[src/rtl/apu_pulse.sv]
// apu_pulse: NES-style pulse channel (duty sequencer, envelope, length counter, optional sweep)
// Ports: clk/rst (sync active-high); reg0..reg3 channel registers with reg1_wr/reg2_wr/reg3_wr strobes;
//        apu_tick/quarter_frame/half_frame frame-sequencer enables; chan_en; pulse_out (4-bit sample); length_active.
// Build option: define APU_SWEEP_EN to include the sweep unit; CHANNEL picks its negate flavour.
module apu_pulse #(
   parameter int CHANNEL = 0
) (
   input  logic       clk,
   input  logic       rst,
   input  logic [7:0] reg0,
   input  logic [7:0] reg1,
   input  logic [7:0] reg2,
   input  logic [7:0] reg3,
   input  logic       reg1_wr,
   input  logic       reg2_wr,
   input  logic       reg3_wr,
   input  logic       apu_tick,
   input  logic       quarter_frame,
   input  logic       half_frame,
   input  logic       chan_en,
   output logic [3:0] pulse_out,
   output logic       length_active
);
   localparam logic [7:0] LEN_TBL [32] = '{
      8'd10, 8'd254, 8'd20, 8'd2, 8'd40, 8'd4, 8'd80, 8'd6,
      8'd160, 8'd8, 8'd60, 8'd10, 8'd14, 8'd12, 8'd26, 8'd14,
      8'd12, 8'd16, 8'd24, 8'd18, 8'd48, 8'd20, 8'd96, 8'd22,
      8'd192, 8'd24, 8'd72, 8'd26, 8'd16, 8'd28, 8'd32, 8'd30};
   logic [10:0] period, timer, swp_period;
   logic [2:0]  step;
   logic        env_start, mute, duty_bit, swp_upd;
   logic [3:0]  env_div, decay, vol;
   logic [7:0]  len, duty_pat;
   always_comb begin
      duty_pat = reg0[7:6] == 2'b00 ? 8'b0100_0000 :
                 reg0[7:6] == 2'b01 ? 8'b0110_0000 :
                 reg0[7:6] == 2'b10 ? 8'b0111_1000 : 8'b1001_1111;
      duty_bit = duty_pat[step];
      vol      = reg0[4] ? reg0[3:0] : decay;
   end
   assign length_active = len != 8'd0;
`ifdef APU_SWEEP_EN
   logic [2:0]  swp_div;
   logic        swp_reload;
   logic [10:0] change;
   logic [11:0] target;
   // CHANNEL 0 negates with ones' complement, hence the extra -1
   always_comb begin
      change     = period >> reg1[2:0];
      target     = reg1[3] ? {1'b0, period} - {1'b0, change} - ((CHANNEL == 0) ? 12'd1 : 12'd0)
                           : {1'b0, period} + {1'b0, change};
      mute       = period < 11'd8 || target[11];
      swp_upd    = half_frame && swp_div == 3'd0 && reg1[7] && reg1[2:0] != 3'd0 && !mute;
      swp_period = target[10:0];
   end
   always_ff @(posedge clk) begin
      if (rst) begin
         swp_div    <= '0;
         swp_reload <= 1'b0;
      end else begin
         if (half_frame) begin
            if (swp_div == 3'd0 || swp_reload) begin
               swp_div    <= reg1[6:4];
               swp_reload <= 1'b0;
            end else begin
               swp_div <= swp_div - 3'd1;
            end
         end
         if (reg1_wr) swp_reload <= 1'b1;
      end
   end
`else
   logic unused_sweep;
   assign unused_sweep = ^{reg1, reg1_wr, CHANNEL != 0};
   always_comb begin
      mute       = period < 11'd8;
      swp_upd    = 1'b0;
      swp_period = period;
   end
`endif
   always_ff @(posedge clk) begin
      if (rst) begin
         period    <= '0;
         timer     <= '0;
         step      <= '0;
         env_start <= 1'b0;
         env_div   <= '0;
         decay     <= '0;
         len       <= '0;
         pulse_out <= '0;
      end else begin
         if (reg2_wr || reg3_wr) period <= {reg3[2:0], reg2};
         else if (swp_upd) period <= swp_period;
         if (apu_tick) begin
            if (timer == 11'd0) begin
               timer <= period;
               step  <= step - 3'd1;
            end else begin
               timer <= timer - 11'd1;
            end
         end
         if (reg3_wr) step <= '0;
         if (quarter_frame) begin
            if (env_start) begin
               env_start <= 1'b0;
               decay     <= 4'd15;
               env_div   <= reg0[3:0];
            end else if (env_div == 4'd0) begin
               env_div <= reg0[3:0];
               if (decay != 4'd0) decay <= decay - 4'd1;
               else if (reg0[5]) decay <= 4'd15;
            end else begin
               env_div <= env_div - 4'd1;
            end
         end
         if (reg3_wr) env_start <= 1'b1;
         if (!chan_en) len <= '0;
         else if (reg3_wr) len <= LEN_TBL[reg3[7:3]];
         else if (half_frame && len != 8'd0 && !reg0[5]) len <= len - 8'd1;
         pulse_out <= (len == 8'd0 || mute || !duty_bit) ? 4'd0 : vol;
      end
   end
endmodule
[config.mk]
export PLATFORM = sky130hd
export DESIGN_NAME = apu_pulse
export DESIGN_NICKNAME = d
export VERILOG_FILES = /design/src/rtl/apu_pulse.sv
export SDC_FILE = /design/constraint.sdc
export NUM_CORES = 1
export LEC_CHECK = 0
export BUFFER_PORTS_ARGS = -buffer_cell sky130_fd_sc_hd__buf_4
export CORE_MARGIN = 3
export CORE_UTILIZATION = 45
export DETAILED_ROUTE_END_ITERATION = 8
export HOLD_SLACK_MARGIN = 0.1
export PLACE_DENSITY_LB_ADDON = 0.15
export REMOVE_ABC_BUFFERS = 1
export SYNTH_ARGS = -nofsm -noshare
export SYNTH_HDL_FRONTEND = slang
export SYNTH_SLANG_ARGS = --single-unit
[constraint.sdc]
create_clock -name clk -period 4.44 [get_ports clk]
set_input_delay 0.222 -clock clk [delete_from_list [all_inputs] [get_ports clk]]
set_output_delay 0.222 -clock clk [all_outputs]
set_load 0.01 [all_outputs]
==> results.tsv, run 1 <==
stage	metric	value	unit
critical_path	critical path arrival	2.44	ns
cts	H-tree depth	2	
critical_path	Critical Path Sink Type	flop	
critical_path	startpoint-to-endpoint class of the critical path	reg2reg	
route	number of optimization iterations in the first detailed-route pass	4	
timing	setup repair after global routing missed its margin	no	
die	# IOs	46	
synth	syn avg cell area	8.365	µm²
die	area of the core	0.005991	mm²
grt	overall fraction of global-route tracks in use	0.1801	
critical_path	capture point of the worst reg-to-reg path	step[2]$_SDFFE_PP0P_	
synth	warnings from Yosys	0	
critical_path	required time at the worst-slack endpoint	4.64	ns
cts	TritonCTS clock tree	yes	
synth	number of instances in the synthesized netlist	337	
layout	share of final-layout standard cells stronger than drive strength 1	0.1566	
placement	final estimated routing congestion in global placement	0.7873	
critical_path	Critical Path, Cell by Cell	inv_1 > ha_1 > or4b_1 > nor4_4 > a2111oi_0 > a31o_2	
cts	insertion delay of the later-clocked pin in the worst-skew pair	0.31	ns
timing	number of hold violations in the final report	0	
synth	fraction of registers with async set/reset	0	
critical_path	Worst path max stage delay	0.64	ns
placement	input/output buffers	36	
timing	normalized max-slew margin	0.5506	
timing	final period utilization	0.5044	
critical_path	Reg-to-Reg Start	timer[0]$_SDFFE_PP0P_	
layout	final core occ	0.5353	
timing	final worst clock skew	0.009193	ns
placement	detailed-placement wirelength estimate	4.547	mm
timing	final hold slack	0.1557	ns
route	average via count per standard cell	5.768	
power	areal power density over the cells	435.5	mW/mm²
placement	Placement Setup Slack	2.225	ns
critical_path	critical path startpoint category	flop	
min_path	class of the most critical hold timing path	in2reg	
timing	fin worst setup slack	2.201	ns
critical_path	critical path's slowest cell	sky130_fd_sc_hd__or4b_1	
synth	Syn Std Cell Area	0.002819	mm²
cts	Clock Path Buffers	2	
synth	number of register bits inferred by synthesis	46	
min_path	hold depth	3	
critical_path	Crit Path Max Fanout	8	
layout	area grow syn2layout	13.76	%
cts	Clock Pin Slew Worst Setup and Hold Paths	0.09	ns
run	max_cap viols	0	
power	leakage power total	1.228	nW
die	effective utilization at floorplan	0.4706	
layout	Net count, final	421	
route	sum of routed wire length over all layers	6.244	mm
synth	number of enable-type register cells in the synthesized netlist	0	
min_path	beginning of the worst hold path	reg3[0]	
route	routed vias	2532	
critical_path	setup slack of the most critical reg-to-reg path	2.20	ns
layout	ANT cells	0	
die	height of the die	85.15	µm
power	maximum VDD drop	0.1851	mV
timing	maximum frequency from static timing analysis	446.6	MHz
critical_path	r2r worst-path depth	6	
route	remaining number of nets flagged by the antenna check after routing	0	
outcome	status	complete, no violations	
grt	number of antenna violations at the first check in global routing	0	
cts	number of buffers added by the clock tree synthesis step	5	
synth	library cells used by synthesis	57	
synth	most used flip-flop cell after synthesis	sky130_fd_sc_hd__dfxtp_1	
die	die width	85.15	µm
grt	wire length of the first global-routing pass	10.96	mm
power	PnR Total Power	1.397	mW
cts	total number of clock tree sinks	46	
timing	sum of negative setup slack	0	ns
timing	transition time of the tightest slew-check pin	0.6648	ns
route	drt drc	0	
route	Routed wire per std cell	14.22	µm
layout	fillcell total	610	
timing	Max Transition Viols Final	0	
min_path	Min-Delay Endpoint	period[8]$_SDFFE_PP0P_	
grt	total gr overflow	0	
cts	clk root buf	sky130_fd_sc_hd__clkbuf_8	
cts	Hold-fix buffers, CTS	0	
cts	Post-CTS Setup Bufs	0	
grt	largest net degree at the start of global routing	39	
synth	sequential fraction of the synthesis area	0.3267	
die	total die area	0.007250	mm²
route	iteration-0 DRC count of the detailed router	86	
die	Site Rows	28	
timing	minimum period implied by the final worst setup slack	2.239	ns
critical_path	critical path launch point	timer[0]$_SDFFE_PP0P_	
cts	PostCTS Resize Cnt	0	
timing	final count of negative-setup-slack endpoints	0	
grt	vias in the first global route	2456	
kinds of logic (layout without fill, tap and decap cells):
kind of cell    Yosys count  after routing  synth area share
buf+inv                  41             68           0.05726
compound gates           92             92            0.2273
xor+xnor                  5              5           0.01553
fa+ha+maj                17             17           0.07545
flops                    46             46            0.3267
mux                      10             10           0.04083
simple gates            126            126            0.2570
how the worst max path moves through the flow:
stage,to,depth (start not counted)
final,step[2]$_SDFFE_PP0P_,6
after global routing,step[1]$_SDFFE_PP0P_,6
after CTS,step[2]$_SDFFE_PP0P_,6
after detailed placement,step[2]$_SDFFE_PP0P_,6
after global placement,step[2]$_SDFFE_PP0P_,6
after floorplan,step[2]$_SDFFE_PP0P_,6
through the flow:
step,area [µm²],std cells
6_report,3207,439
5_1_grt,3207,439
4_1_cts,3207,439
3_5_place_dp,3112,431
3_3_place_gp,3112,431
2_1_floorplan,2748,320
area by class of cell:
| type | count | area, µm² | share of cell area |
|---|---|---|---|
| clock inverter | 2 | 12.51 | 0.003902 |
| inverter | 24 | 90.09 | 0.02809 |
| tap | 75 | 93.84 | 0.02926 |
| clock buffer | 6 | 82.58 | 0.02575 |
| timing repair buffer | 36 | 270.3 | 0.08428 |
| multi-input combinational | 250 | 1737 | 0.5416 |
| sequential | 46 | 920.9 | 0.2872 |
layout by cell type, fill, tap and decap left out, types with 8 or more instances in the layout:
master / Yosys / routed
sky130_fd_sc_hd__nor2b_1: 8 / 8
sky130_fd_sc_hd__nand2_1: 33 / 33
sky130_fd_sc_hd__a21oi_1: 27 / 27
sky130_fd_sc_hd__a211oi_1: 12 / 12
sky130_fd_sc_hd__or3_1: 8 / 8
sky130_fd_sc_hd__inv_1: 24 / 24
sky130_fd_sc_hd__ha_1: 17 / 17
sky130_fd_sc_hd__nand2b_1: 10 / 10
sky130_fd_sc_hd__o21ai_0: 8 / 8
sky130_fd_sc_hd__dfxtp_1: 46 / 46
sky130_fd_sc_hd__buf_4: 0 / 36
sky130_fd_sc_hd__nor2_1: 18 / 18
where the power goes:
| part | switching (mW) | internal (mW) | total (mW) |
|---|---|---|---|
| Clock | 0.145 | 0.125 | 0.270 |
| Sequential | 0.0880 | 0.478 | 0.566 |
| Combinational | 0.308 | 0.252 | 0.560 |
| Total | 0.541 | 0.856 | 1.40 |
synthesized netlist by cell type, drive strengths merged, types with 2 or more instances:
master	number	area, µm²
ha	17	212.7
a221oi	5	43.79
a311oi	2	17.52
nand4	2	12.51
nor3	7	35.03
o31ai	4	30.03
nor2	18	67.56
mux2i	7	70.07
or2	2	12.51
a2111oi	4	41.29
a211oi	12	90.09
nand2	33	123.9
o32ai	3	26.28
clkbuf	14	52.55
o21ai	9	45.04
mux2	2	22.52
o41ai	2	17.52
or3	8	50.05
a21oi	27	135.1
xnor2	5	43.79
or3b	3	26.28
a311o	2	20.02
inv	24	90.09
dfxtp	46	920.9
o2111ai	3	26.28
nor4b	4	50.05
a31oi	6	37.54
nand2b	10	62.56
nand3	7	35.03
o311ai	4	35.03
or4b	3	30.03
nand3b	2	15.01
nor4	8	65.06
nor3b	6	45.04
nor2b	8	50.05
buf	3	18.77
critical path: cells and delay by family (launching register included):
family / cells / cell delay, ns
buffers and inverters: 1 / 0.09
AO/OA/AOI/OAI: 2 / 0.45
AND/OR/NAND/NOR: 2 / 1.09
flip-flops: 1 / 0.35
adder cells (fa/ha/maj): 1 / 0.15
sequential cells by signal, indices dropped and copies added (netlist names):
register   cells
len            8
timer         11
env_start      1
pulse_out      4
period        11
decay          4
step           3
env_div        4
layer usage:
metal  wire [µm]  GRT usage  vias up  share of wire
met5           0          0        -              0
met4          96    0.05468        0          0.015
met3         275    0.03592       10          0.044
met2        2830     0.2888       50           0.45
met1        3041     0.2442     1176           0.49
li1            -          -     1296              -
Power figures use the tool's default switching activity.
==> run 2: changes to the inputs <==
==> constraint.sdc (replaced) <==
create_clock -name clk -period 1.9 [get_ports clk]
set_input_delay 0.095 -clock clk [delete_from_list [all_inputs] [get_ports clk]]
set_output_delay 0.095 -clock clk [all_outputs]
set_load 0.01 [all_outputs]
==> run 2 against run 1 <==
The flow now finishes with violations (negative setup slack). Largest power group is now combinational logic. Count of clock-buffer cells in the layout stayed put. Combinational power grew to 3.6 times the previous value. Largest cell class unchanged. Clock power is 120% higher.
==> results.tsv, run 2 (synthesis gave the netlist of run 1 again) <==
stage	metric	value	unit	change
outcome	status	complete, but fails checks		
outcome	violations in the final reports	negative setup slack		
placement	detailed-placement wirelength estimate	4.746	mm	+4.4%
cts	clk root buf	sky130_fd_sc_hd__clkbuf_8		
grt	overall fraction of global-route tracks in use	0.1940		+0.01382
timing	Max Transition Viols Final	0		unchanged
layout	share of final-layout standard cells stronger than drive strength 1	0.2459		+0.08927
timing	minimum period implied by the final worst setup slack	1.946	ns	-0.2930 ns
timing	number of hold violations in the final report	0		unchanged
power	PnR Total Power	3.881	mW	+180%
layout	fillcell total	519		-15%
route	routed vias	2722		+7.5%
die	die width	85.15	µm	unchanged
critical_path	startpoint-to-endpoint class of the critical path	reg2reg		
cts	H-tree depth	2		unchanged
timing	maximum frequency from static timing analysis	513.8	MHz	+15%
critical_path	setup slack of the most critical reg-to-reg path	-0.05	ns	-2.25 ns
layout	area grow syn2layout	35.20	%	
die	total die area	0.007250	mm²	unchanged
critical_path	Critical Path Sink Type	flop		
critical_path	critical path startpoint category	flop		
route	iteration-0 DRC count of the detailed router	98		+14%
min_path	beginning of the worst hold path	apu_tick		
die	effective utilization at floorplan	0.4706		unchanged
timing	setup repair after global routing missed its margin	yes		
power	leakage power total	1.537	nW	+25%
layout	combined area of the multi-input logic cells	0.001829	mm²	+5.3%
timing	final count of negative-setup-slack endpoints	7		+7
grt	largest net degree at the start of global routing	22		-44%
cts	number of buffers added by the clock tree synthesis step	5		unchanged
route	remaining number of nets flagged by the antenna check after routing	0		unchanged
timing	transition time of the tightest slew-check pin	0.6676	ns	+0.002817 ns
layout	top library cells by usage in the layout, fill and taps aside	sky130_fd_sc_hd__buf_4, sky130_fd_sc_hd__dfxtp_1, sky130_fd_sc_hd__nand2_1		
layout	ANT cells	0		unchanged
layout	Top Registers	period (11), timer (11), len (8)		
cts	TritonCTS clock tree	yes		
route	number of optimization iterations in the first detailed-route pass	4		unchanged
min_path	Min-Delay Endpoint	timer[1]$_SDFFE_PP0P_		
grt	number of antenna violations at the first check in global routing	0		unchanged
power	areal power density over the cells	1018	mW/mm²	+130%
cts	insertion delay of the later-clocked pin in the worst-skew pair	0.30	ns	about the same
timing	final period utilization	1.024		+0.5200
min_path	class of the most critical hold timing path	in2reg		
critical_path	Reg-to-Reg Start	timer[1]$_SDFFE_PP0P_		
die	height of the die	85.15	µm	unchanged
layout	area used by sequential logic in the layout	923.4	µm²	+0.27%
critical_path	r2r worst-path depth	7		+1
timing	final worst clock skew	0.01407	ns	+0.004881 ns
min_path	hold depth	2		-1
cts	total number of clock tree sinks	46		unchanged
critical_path	capture point of the worst reg-to-reg path	step[2]$_SDFFE_PP0P_		
power	maximum VDD drop	0.5682	mV	+210%
grt	vias in the first global route	2565		+4.4%
route	sum of routed wire length over all layers	6.624	mm	+6.1%
critical_path	critical path arrival	2.13	ns	-0.31 ns
critical_path	required time at the worst-slack endpoint	2.09	ns	-2.55 ns
route	Routed wire per std cell	13.30	µm	-6.5%
layout	final core occ	0.6362		+0.1009
placement	final estimated routing congestion in global placement	0.8234		+4.6%
route	drt drc	0		unchanged
placement	Placed Cells incl. Taps	456		+5.8%
die	area of the core	0.005991	mm²	unchanged
placement	input/output buffers	36		unchanged
cts	Clock Path Buffers	2		unchanged
cts	Clock Pin Slew Worst Setup and Hold Paths	0.09	ns	about the same
layout	count of non-filler cells in the finished layout	498		+13%
grt	wire length of the first global-routing pass	11.71	mm	+6.8%
grt	total gr overflow	0		unchanged
timing	normalized max-slew margin	0.5533		+0.002722
die	Site Rows	28		unchanged
die	# IOs	46		unchanged
run	max_cap viols	0		unchanged
critical_path	Crit Path Max Fanout	6		-2
timing	fin worst setup slack	-0.04632	ns	-2.247 ns
layout	Net count, final	480		+14%
route	average via count per standard cell	5.466		-5.2%
layout	most frequent standard cell in the layout excluding fill and tap cells	sky130_fd_sc_hd__buf_4		
run 2: changes by cell type in the layout (fill, tap and decap cells not counted), moves of 3 or more:
| cell | before | now |
|---|---|---|
| sky130_fd_sc_hd__nand3_2 | 0 | 3 |
| sky130_fd_sc_hd__a211oi_2 | 0 | 3 |
| sky130_fd_sc_hd__nand3_1 | 7 | 4 |
| sky130_fd_sc_hd__dlygate4sd3_1 | 0 | 30 |
| sky130_fd_sc_hd__nor3b_2 | 0 | 3 |
| sky130_fd_sc_hd__nor3b_1 | 6 | 3 |
| sky130_fd_sc_hd__buf_4 | 36 | 65 |
| sky130_fd_sc_hd__a211oi_1 | 12 | 9 |
run 2: area by class of cell:
type | count | share of cell area
Clock buffer | 6 | 0.01904
Clock inverter | 2 | 0.003611
Inverter | 24 | 0.02364
Multi-Input combinational cell | 250 | 0.4800
Sequential cell | 46 | 0.2423
Tap cell | 75 | 0.02462
Timing Repair Buffer | 95 | 0.2068
run 2: routing by layer:
metal / wire [µm] / global-route usage
met5: 0 / 0
met4: 52 / 0.05180
met1: 3226 / 0.2595
met3: 287 / 0.04369
met2: 3058 / 0.3150
run 2: repair_timing:
action                                  in CTS  in global routing
endpoints found under the hold margin       20                  0
setup buffers                                2                  3
gates resized for setup                      9                 16
pin swaps                                    0                  9
hold buffers                                30                  0
cloned                                       0                  0
endpoints found under the setup margin       7                 17
run 2: worst max-delay path, stage by stage (launching register included):
cell                        delay (ns)
sky130_fd_sc_hd__dfxtp_2          0.33
sky130_fd_sc_hd__inv_2            0.07
sky130_fd_sc_hd__ha_4             0.12
sky130_fd_sc_hd__or4b_4           0.52
sky130_fd_sc_hd__nor4_4           0.31
sky130_fd_sc_hd__buf_4            0.18
sky130_fd_sc_hd__a2111oi_1        0.07
sky130_fd_sc_hd__a31o_2           0.22
run 2: power breakdown:
part           internal [mW]  leakage [nW]  switching (mW)
logic                   1.08          1.11           0.955
clock network          0.260        0.0452           0.325
registers               1.12         0.379           0.137
total                   2.46          1.54            1.42
run 2: how the worst max path moves through the flow:
stage / cells after the start / from / slack [ns] / to
after global placement: 8 / timer[0]$_SDFFE_PP0P_ / -0.004 / timer[0]$_SDFFE_PP0P_
final: 7 / timer[1]$_SDFFE_PP0P_ / -0.05 / step[2]$_SDFFE_PP0P_
after global routing: 7 / timer[1]$_SDFFE_PP0P_ / -0.16 / step[2]$_SDFFE_PP0P_
after floorplan: 6 / timer[0]$_SDFFE_PP0P_ / -0.04 / step[2]$_SDFFE_PP0P_
after CTS: 8 / timer[0]$_SDFFE_PP0P_ / -0.04 / timer[2]$_SDFFE_PP0P_
after detailed placement: 8 / timer[0]$_SDFFE_PP0P_ / -0.01 / timer[3]$_SDFFE_PP0P_
run 2: through the flow:
step / hold WS [ns] / cell area, µm² / setup slack, ns / setup TNS [ns]
2_1_floorplan: 0.1639 / 2748 / -0.04334 / -0.1264
3_3_place_gp: 0.3346 / 3299 / -0.004342 / -0.008884
3_5_place_dp: 0.3452 / 3299 / -0.01360 / -0.02631
4_1_cts: 0.1075 / 3716 / -0.03784 / -0.1585
5_1_grt: 0.1241 / 3811 / -0.1558 / -0.9465
6_report: 0.1218 / 3811 / -0.04632 / -0.1887
